<file path="config.mk">
export PLATFORM = sky130hd
export DESIGN_NAME = main_fsm
export DESIGN_NICKNAME = d
export VERILOG_FILES = /design/src/rtl/cpu_ctrl_pkg.sv /design/src/rtl/main_fsm.sv
export SDC_FILE = /design/constraint.sdc
export NUM_CORES = 1
export LEC_CHECK = 0
export ABC_AREA = 1
export CAP_MARGIN = 15
export CORE_AREA = 8 8 45 47
export DETAILED_ROUTE_END_ITERATION = 6
export DIE_AREA = 0 0 53 55
export GPL_TIMING_DRIVEN = 0
export PLACE_DENSITY = 0.83
export SLEW_MARGIN = 20
export SYNTH_ARGS = -nofsm -noshare
export SYNTH_HDL_FRONTEND = slang
export SYNTH_SLANG_ARGS = --single-unit
</file>
<file path="constraint.sdc">
create_clock -name clk -period 3.2 [get_ports clk]
set_input_delay 0.64 -clock clk [delete_from_list [all_inputs] [get_ports clk]]
set_output_delay 0.64 -clock clk [all_outputs]
set_load 0.03 [all_outputs]
</file>
<file path="src/rtl/cpu_ctrl_pkg.sv">
// cpu_ctrl_pkg: shared constants for the multicycle RISC-V control path.
//   state_t      - main FSM state encoding
//   OP_*         - instr[6:0] major opcodes handled by the core
//   ALUOP_*      - 2-bit ALU_opcode handed to the ALU decoder
//   SRC_A_*, SRC_B_*, RES_* - datapath mux select encodings
package cpu_ctrl_pkg;

  typedef enum logic [3:0] {
    S_FETCH    = 4'd0,
    S_DECODE   = 4'd1,
    S_MEMADR   = 4'd2,
    S_MEMREAD  = 4'd3,
    S_MEMWB    = 4'd4,
    S_MEMWRITE = 4'd5,
    S_EXECUTER = 4'd6,
    S_EXECUTEI = 4'd7,
    S_ALUWB    = 4'd8,
    S_BEQ      = 4'd9,
    S_JAL      = 4'd10
  } state_t;

  localparam logic [6:0] OP_LOAD   = 7'b0000011;
  localparam logic [6:0] OP_STORE  = 7'b0100011;
  localparam logic [6:0] OP_R      = 7'b0110011;
  localparam logic [6:0] OP_I      = 7'b0010011;
  localparam logic [6:0] OP_BRANCH = 7'b1100011;
  localparam logic [6:0] OP_JAL    = 7'b1101111;

  localparam logic [1:0] ALUOP_ADD   = 2'b00;
  localparam logic [1:0] ALUOP_SUB   = 2'b01;
  localparam logic [1:0] ALUOP_FUNCT = 2'b10;

  localparam logic [1:0] SRC_A_PC    = 2'b00;
  localparam logic [1:0] SRC_A_OLDPC = 2'b01;
  localparam logic [1:0] SRC_A_RS1   = 2'b10;

  localparam logic [1:0] SRC_B_RS2  = 2'b00;
  localparam logic [1:0] SRC_B_IMM  = 2'b01;
  localparam logic [1:0] SRC_B_FOUR = 2'b10;

  localparam logic [1:0] RES_ALUOUT    = 2'b00;
  localparam logic [1:0] RES_MEMDATA   = 2'b01;
  localparam logic [1:0] RES_ALURESULT = 2'b10;

endpackage

</file>
<file path="src/rtl/main_fsm.sv">
// main_fsm: Moore control FSM for the multicycle, single-port-memory RISC-V
// core (lw, sw, R-type, I-type ALU, beq, jal).
// Ports:
//   clk, rst_n      - core clock, asynchronous active-low reset
//   opcode          - instr[6:0] from the instruction register
//   zero            - ALU zero flag (branch decision)
//   mem_ready       - memory finishes the current fetch/read/write this cycle
//   ALU_opcode      - add / subtract / funct-decoded, to the ALU decoder
//   alu_src_a/b     - ALU operand selects
//   result_src      - result mux select
//   adr_src         - memory address select (0 PC, 1 ALUOut)
//   ir_write, pc_write, reg_write, mem_write - datapath write strobes
//   instr_retire    - one-cycle pulse as an instruction completes
//   illegal_instr   - one-cycle pulse on an unsupported opcode
module main_fsm
  import cpu_ctrl_pkg::*;
(
  input  logic       clk,
  input  logic       rst_n,
  input  logic [6:0] opcode,
  input  logic       zero,
  input  logic       mem_ready,
  output logic [1:0] ALU_opcode,
  output logic [1:0] alu_src_a,
  output logic [1:0] alu_src_b,
  output logic [1:0] result_src,
  output logic       adr_src,
  output logic       ir_write,
  output logic       pc_write,
  output logic       reg_write,
  output logic       mem_write,
  output logic       instr_retire,
  output logic       illegal_instr
);

  state_t state, state_next;

  // NOTE: state flops use non-blocking assignments; the combinational block
  // below uses blocking assignments with every output defaulted first, so no
  // latch can be inferred on any path through the case.
  always_ff @(posedge clk or negedge rst_n) begin
    if (!rst_n) state <= S_FETCH;
    else        state <= state_next;
  end

  always_comb begin
    state_next    = S_FETCH;
    ALU_opcode    = ALUOP_ADD;
    alu_src_a     = SRC_A_PC;
    alu_src_b     = SRC_B_RS2;
    result_src    = RES_ALUOUT;
    adr_src       = 1'b0;
    ir_write      = 1'b0;
    pc_write      = 1'b0;
    reg_write     = 1'b0;
    mem_write     = 1'b0;
    instr_retire  = 1'b0;
    illegal_instr = 1'b0;

    unique case (state)
      S_FETCH: begin
        // PC + 4 is computed while the instruction is read; both the IR and
        // the PC update only once memory actually delivers the word.
        alu_src_b  = SRC_B_FOUR;
        result_src = RES_ALURESULT;
        ir_write   = mem_ready;
        pc_write   = mem_ready;
        state_next = mem_ready ? S_DECODE : S_FETCH;
      end
      S_DECODE: begin
        // Branch target oldPC + imm is precomputed into ALUOut here.
        alu_src_a = SRC_A_OLDPC;
        alu_src_b = SRC_B_IMM;
        case (opcode)
          OP_LOAD, OP_STORE: state_next = S_MEMADR;
          OP_R:              state_next = S_EXECUTER;
          OP_I:              state_next = S_EXECUTEI;
          OP_BRANCH:         state_next = S_BEQ;
          OP_JAL:            state_next = S_JAL;
          default: begin
            illegal_instr = 1'b1;
            state_next    = S_FETCH;
          end
        endcase
      end
      S_MEMADR: begin
        alu_src_a  = SRC_A_RS1;
        alu_src_b  = SRC_B_IMM;
        // opcode[5] is the only bit separating store from load.
        state_next = opcode[5] ? S_MEMWRITE : S_MEMREAD;
      end
      S_MEMREAD: begin
        adr_src    = 1'b1;
        state_next = mem_ready ? S_MEMWB : S_MEMREAD;
      end
      S_MEMWB: begin
        result_src   = RES_MEMDATA;
        reg_write    = 1'b1;
        instr_retire = 1'b1;
        state_next   = S_FETCH;
      end
      S_MEMWRITE: begin
        // The write strobe stays up for the whole handshake; the store
        // retires only in the cycle memory accepts it.
        adr_src      = 1'b1;
        mem_write    = 1'b1;
        instr_retire = mem_ready;
        state_next   = mem_ready ? S_FETCH : S_MEMWRITE;
      end
      S_EXECUTER: begin
        alu_src_a  = SRC_A_RS1;
        alu_src_b  = SRC_B_RS2;
        ALU_opcode = ALUOP_FUNCT;
        state_next = S_ALUWB;
      end
      S_EXECUTEI: begin
        alu_src_a  = SRC_A_RS1;
        alu_src_b  = SRC_B_IMM;
        ALU_opcode = ALUOP_FUNCT;
        state_next = S_ALUWB;
      end
      S_ALUWB: begin
        reg_write    = 1'b1;
        instr_retire = 1'b1;
        state_next   = S_FETCH;
      end
      S_BEQ: begin
        // PC takes the precomputed target from ALUOut only when rs1 == rs2.
        alu_src_a    = SRC_A_RS1;
        alu_src_b    = SRC_B_RS2;
        ALU_opcode   = ALUOP_SUB;
        pc_write     = zero;
        instr_retire = 1'b1;
        state_next   = S_FETCH;
      end
      S_JAL: begin
        // Target (already in ALUOut) goes to PC while oldPC + 4 is formed
        // for the link register written in ALUWB.
        alu_src_a  = SRC_A_OLDPC;
        alu_src_b  = SRC_B_FOUR;
        pc_write   = 1'b1;
        state_next = S_ALUWB;
      end
      default: state_next = S_FETCH;
    endcase

    // The state register already forces FETCH selects during reset; the
    // strobes are also killed so a mem_ready seen in reset writes nothing.
    if (!rst_n) begin
      ir_write      = 1'b0;
      pc_write      = 1'b0;
      reg_write     = 1'b0;
      mem_write     = 1'b0;
      instr_retire  = 1'b0;
      illegal_instr = 1'b0;
    end
  end

endmodule

</file>
=== Word level (Yosys, flattened, before mapping) ===
Index checks and enable logic that the tools add are counted.

* Register bits: 4
* Logic and storage cells: 53
* Input bits: 11

* Multiplexer cells: 24
* Equality and inequality tests: 16
* Reduce and logical (&&, ||, !) cells: 12

{| class="wikitable"
|+ Operators with widths
! kind !! number
|-
| one-hot mux 4 bit (6 select lines) || 1
|-
| one-hot mux 4 bit (5 select lines) || 1
|-
| equality test 4 x 3 -> 1 bit, second input constant || 4
|-
| one-hot mux 2 bit (2 select lines) || 4
|-
| equality test 7 x 6 -> 1 bit, second input constant || 2
|-
| equality test 7 bit, second input constant || 2
|-
| 2-to-1 mux 1 bit || 13
|-
| equality test 4 bit, second input constant || 3
|-
| OR reduction 2 bit || 6
|-
| 2-to-1 mux 3 bit || 3
|-
| OR reduction 3 bit || 3
|-
| equality test 4 x 2 -> 1 bit, second input constant || 2
|-
| equality test 7 x 2 -> 1 bit, second input constant || 1
|-
| equality test 7 x 5 -> 1 bit, second input constant || 1
|-
| OR reduction 6 bit || 1
|-
| equality test 4 x 1 -> 1 bit, second input constant || 1
|-
| zero test 4 bit || 1
|-
| OR reduction 4 bit || 1
|-
| one-hot mux 1 bit (3 select lines) || 1
|-
| one-hot mux 1 bit (2 select lines) || 1
|}

=== Longest topological paths before layout ===
* Depth in word-level cells: 5
* Gate-level depth with buffers: 7
* Depth with buffers taken out: 7

=== Worst setup path after synthesis ===
No wires, ideal clock.

* Path kind: input-to-output
* From: input port mem_ready
* To: output port pc_write
* Arrival time: 1.490 ns
* Required time: 2.560 ns
* Buffers on the path: 0
* Cell stages on the path: 4
* Slack: 1.070 ns
* Cells stage by stage: nand3_1 > nor2_1 > inv_1 > nand2_1

* Word-level cells in the longest chain between the ends: 2

{| class="wikitable"
|+ RTL lines
! what !! line !! source
|-
| start: declaration || main_fsm.sv:22 || <nowiki>input logic mem_ready,</nowiki>
|-
| one-hot mux 1 bit (3 select lines) || main_fsm.sv:60 || <nowiki>unique case (state)</nowiki>
|-
| 2-to-1 mux 1 bit || main_fsm.sv:149 || <nowiki>if (!rst_n) begin</nowiki>
|-
| end: declaration || main_fsm.sv:29 || <nowiki>output logic pc_write,</nowiki>
|}

Every way passes these cells.

=== Worst setup path in the final report ===
* From: input port rst_n
* To: output port pc_write

* Word-level cells in the longest chain between the ends: 1

{| class="wikitable"
|+ RTL lines
! what !! line !! source
|-
| start: declaration || main_fsm.sv:19 || <nowiki>input logic rst_n,</nowiki>
|-
| 2-to-1 mux 1 bit || main_fsm.sv:149 ||
|}

Every way passes these cells.

==> summary.md <==
| Metric | Value |
|---|---|
| Die height | 55 um |
| IO Port Bufs | 25 |
| Max Cap Viol | 0 |
| GP Congestion | 0.816 |
| Top flop regs | state (4) |
| Final hold vios | 0 |
| Worst Skew | 0.00300 ns |
| DIE AREA | 2920 um^2 |
| Number of diodes | 0 |
| Clk pwr share | 24.7% |
| RSZ-0062 raised after global routing | no |
| Top cells by area, synth | nand2_1 26%, dfrtp_1 19%, inv_1 14% |
| Critical Path RT | 2.56 ns |
| HPWL after DPL | 1.33 mm |
| Worst-path clk slew | 0.04 ns |
| Final ANT Viol Nets | 0 |
| Outcome | finished clean |
| R2R depth | 6 |
| Minimum clock period | 3.01 ns |
| Sw Share | 40.4% |
| Switching power total | 100 uW |
| Drt total wl | 1.51 mm |
| Htree depth | 1 |
| Drt pass-1 iters | 4 |
| Hold Path Class | in2async |
| Vias per inst | 4.76 |
| Crit Path Category | in2out |
| DRC Markers | 0 |
| Post-Syn Nets | 110 |
| Synth warn | 0 |
| Max Slew Vio Count | 0 |
| Insertion delay to the later sink of the worst-skew pair | 0.23 ns |
| Int Pwr | 147 uW |
| Mean Syn Cell Area | 5.27 um^2 |
| Mapped Area | 522 um^2 |
| Root Driver | clkbuf_4 |
| Setup Viol. Count Final | 0 |
| Buf/Inv on CP | 4 |
| CTS hold repair buffers | 0 |
| Flop and latch count out of synthesis | 4 |
| Flop2flop setup slack | 2.09 ns |
| Wirelength per Cell | 10.6 um |
| Initial antenna violation count | 0 |
| Setup TNS | 0 ns |
| Clock Sinks | 4 |
| CTS tree | built |
| Vias | 681 |
| Final Power | 247 uW |
| Commonest cells in the netlist | 36 x nand2_1, 20 x inv_1, 13 x nor2_1 |
| Postcts setup bufs | 0 |
| Worst r2r src | state[1] |
| Largest net degree at the start of global routing | 10 |
| CTS Buf Count | 3 |
| Post-synthesis cell count | 99 |
| Post-place setup slack | 0.198 ns |
| Setup crit end kind | output port |
| Clock Tree Buf Depth | 2 |
| Max stage delay on crit path | 0.68 ns |
| Crit-path max FO | 9 |
| Register share of total power | 24.1% |
| Top reg by flops | state |
| Top FF cell, synth | dfrtp_1 |
| Post-synth ARST share | 100% |
| Vias in the first global route | 665 |
| Area grow syn2layout | 56.1% |
| Yosys top cell by area | nand2_1 |
| Slowest-stage cell, CP | clkdlybuf4s50_1 |
| Core Region | 1380 um^2 |
| Global-route wire length before repair | 2.46 mm |
| Gate power share | 51.2% |
| Share of cells above drive strength 1 | 9.45% |
| Slew margin rel. | 76.4% |
| DRT iter0 DRCs | 9 |
| Final worst setup slack | 0.190 ns |
| Die extent in x | 53 um |
| Core Rows | 14 |
| Fmax | 0.332 GHz |
| Max reg flops | 4 |
| Maximum VDD drop | 193 uV |
| Post-synth EDFFs | 0 |
| Nets | 140 |
| Power Density | 304 nW/um^2 |
| Leakage | 0.463 nW |
| WP data arrival | 2.37 ns |
| GR Overflow Total | 0 |
| Top-count cell post-synth | nand2_1 |
| Post-synth top area share | 25.9% |
| Tot GR Track Use | 10.7% |
| Worst Max-Slew Pin Slew | 0.354 ns |
| Reg-to-reg critical path endpoint | state[1] |
| Unique cell type count in the Yosys netlist | 15 |
| # IOs | 26 |
| Initial Utilization | 37.7% |
| Critical-path cell list | clkdlybuf4s50_1 > inv_1 > nor2_1 > inv_1 > nand2_1 > clkdlybuf4s50_1 |
| Seq/Total Area, Yosys | 19.2% |
| CP Launch Type | input pin |
| Tcrit/Tclk final | 94.1% |
| Cell family with most CP delay | buffers and inverters |
| Quantity of gates resized following cts | 0 |
[layout make-up]
cell class	instances	area, um^2
Inverter	21	78.8
Timing Repair Buffer	25	250
Sequential cell	4	100
Tap cell	16	20.0
Clock buffer	3	22.5
Multi-Input combinational cell	74	343
Fill cell	142	569
[metrics by stage]
| step | hold WS [ns] | utilization, % | std cells | instance area (um^2) |
|---|---|---|---|---|
| 3_3_place_gp | 0.723 | 57.2 | 140 | 792 |
| 4_1_cts | 0.687 | 58.9 | 143 | 815 |
| 6_report | 0.687 | 58.9 | 143 | 815 |
| 2_1_floorplan | 0.344 | - | 99 | 522 |
| 5_1_grt | 0.698 | 58.9 | 143 | 815 |
| 3_5_place_dp | 0.746 | 57.2 | 140 | 792 |
[power by group through the flow]
stage	sequential, mW	clock [mW]	combinational (mW)
floorplan	0.0588	0	0.0736
global placement	0.0595	0	0.126
detailed placement	0.0599	0	0.128
CTS	0.0593	0.0636	0.128
global route	0.0597	0.0679	0.137
finish	0.0596	0.0611	0.127
[worst reg2reg max path, cell delays in order (launching register included)]
cell     delay [ns]
dfrtp_1        0.42
inv_2          0.09
nor2_2         0.16
nand2_2        0.11
o21ai_1        0.14
inv_1          0.05
nand2_1        0.07
[layer usage]
metal  track usage (%)  routed length [um]
met1              9.77                 598
met2              21.3                 741
met3              3.74                 169
met4              3.45                   0
met5                 0                   0
[cell usage in the layout (no fill, tap or decap), types with 2 or more instances in the layout]
master and n:
nor2_1 13, nand2_2 2, nand3_1 10, nand2_1 36, clkdlybuf4s50_1 25, dfrtp_1 4, inv_1 20, a21oi_1 2
nor2_4 4, clkbuf_4 3, nor2_2 2
[worst max path at each step]
stage,start,endpoint,cells after the start
after floorplan,mem_ready,pc_write,4
after global placement,rst_n,pc_write,6
final,rst_n,pc_write,6
after global routing,rst_n,pc_write,6
after CTS,rst_n,pc_write,6
after detailed placement,rst_n,pc_write,6
[cell families after synthesis]
kind of cell,Yosys count,synth area share (%)
DFF,4,19.2
and+or+nand+nor,69,60.4
AOI/OAI and AO/OA,5,5.27
buffers and inverters,21,15.1
(Power assumes the default switching activity.)
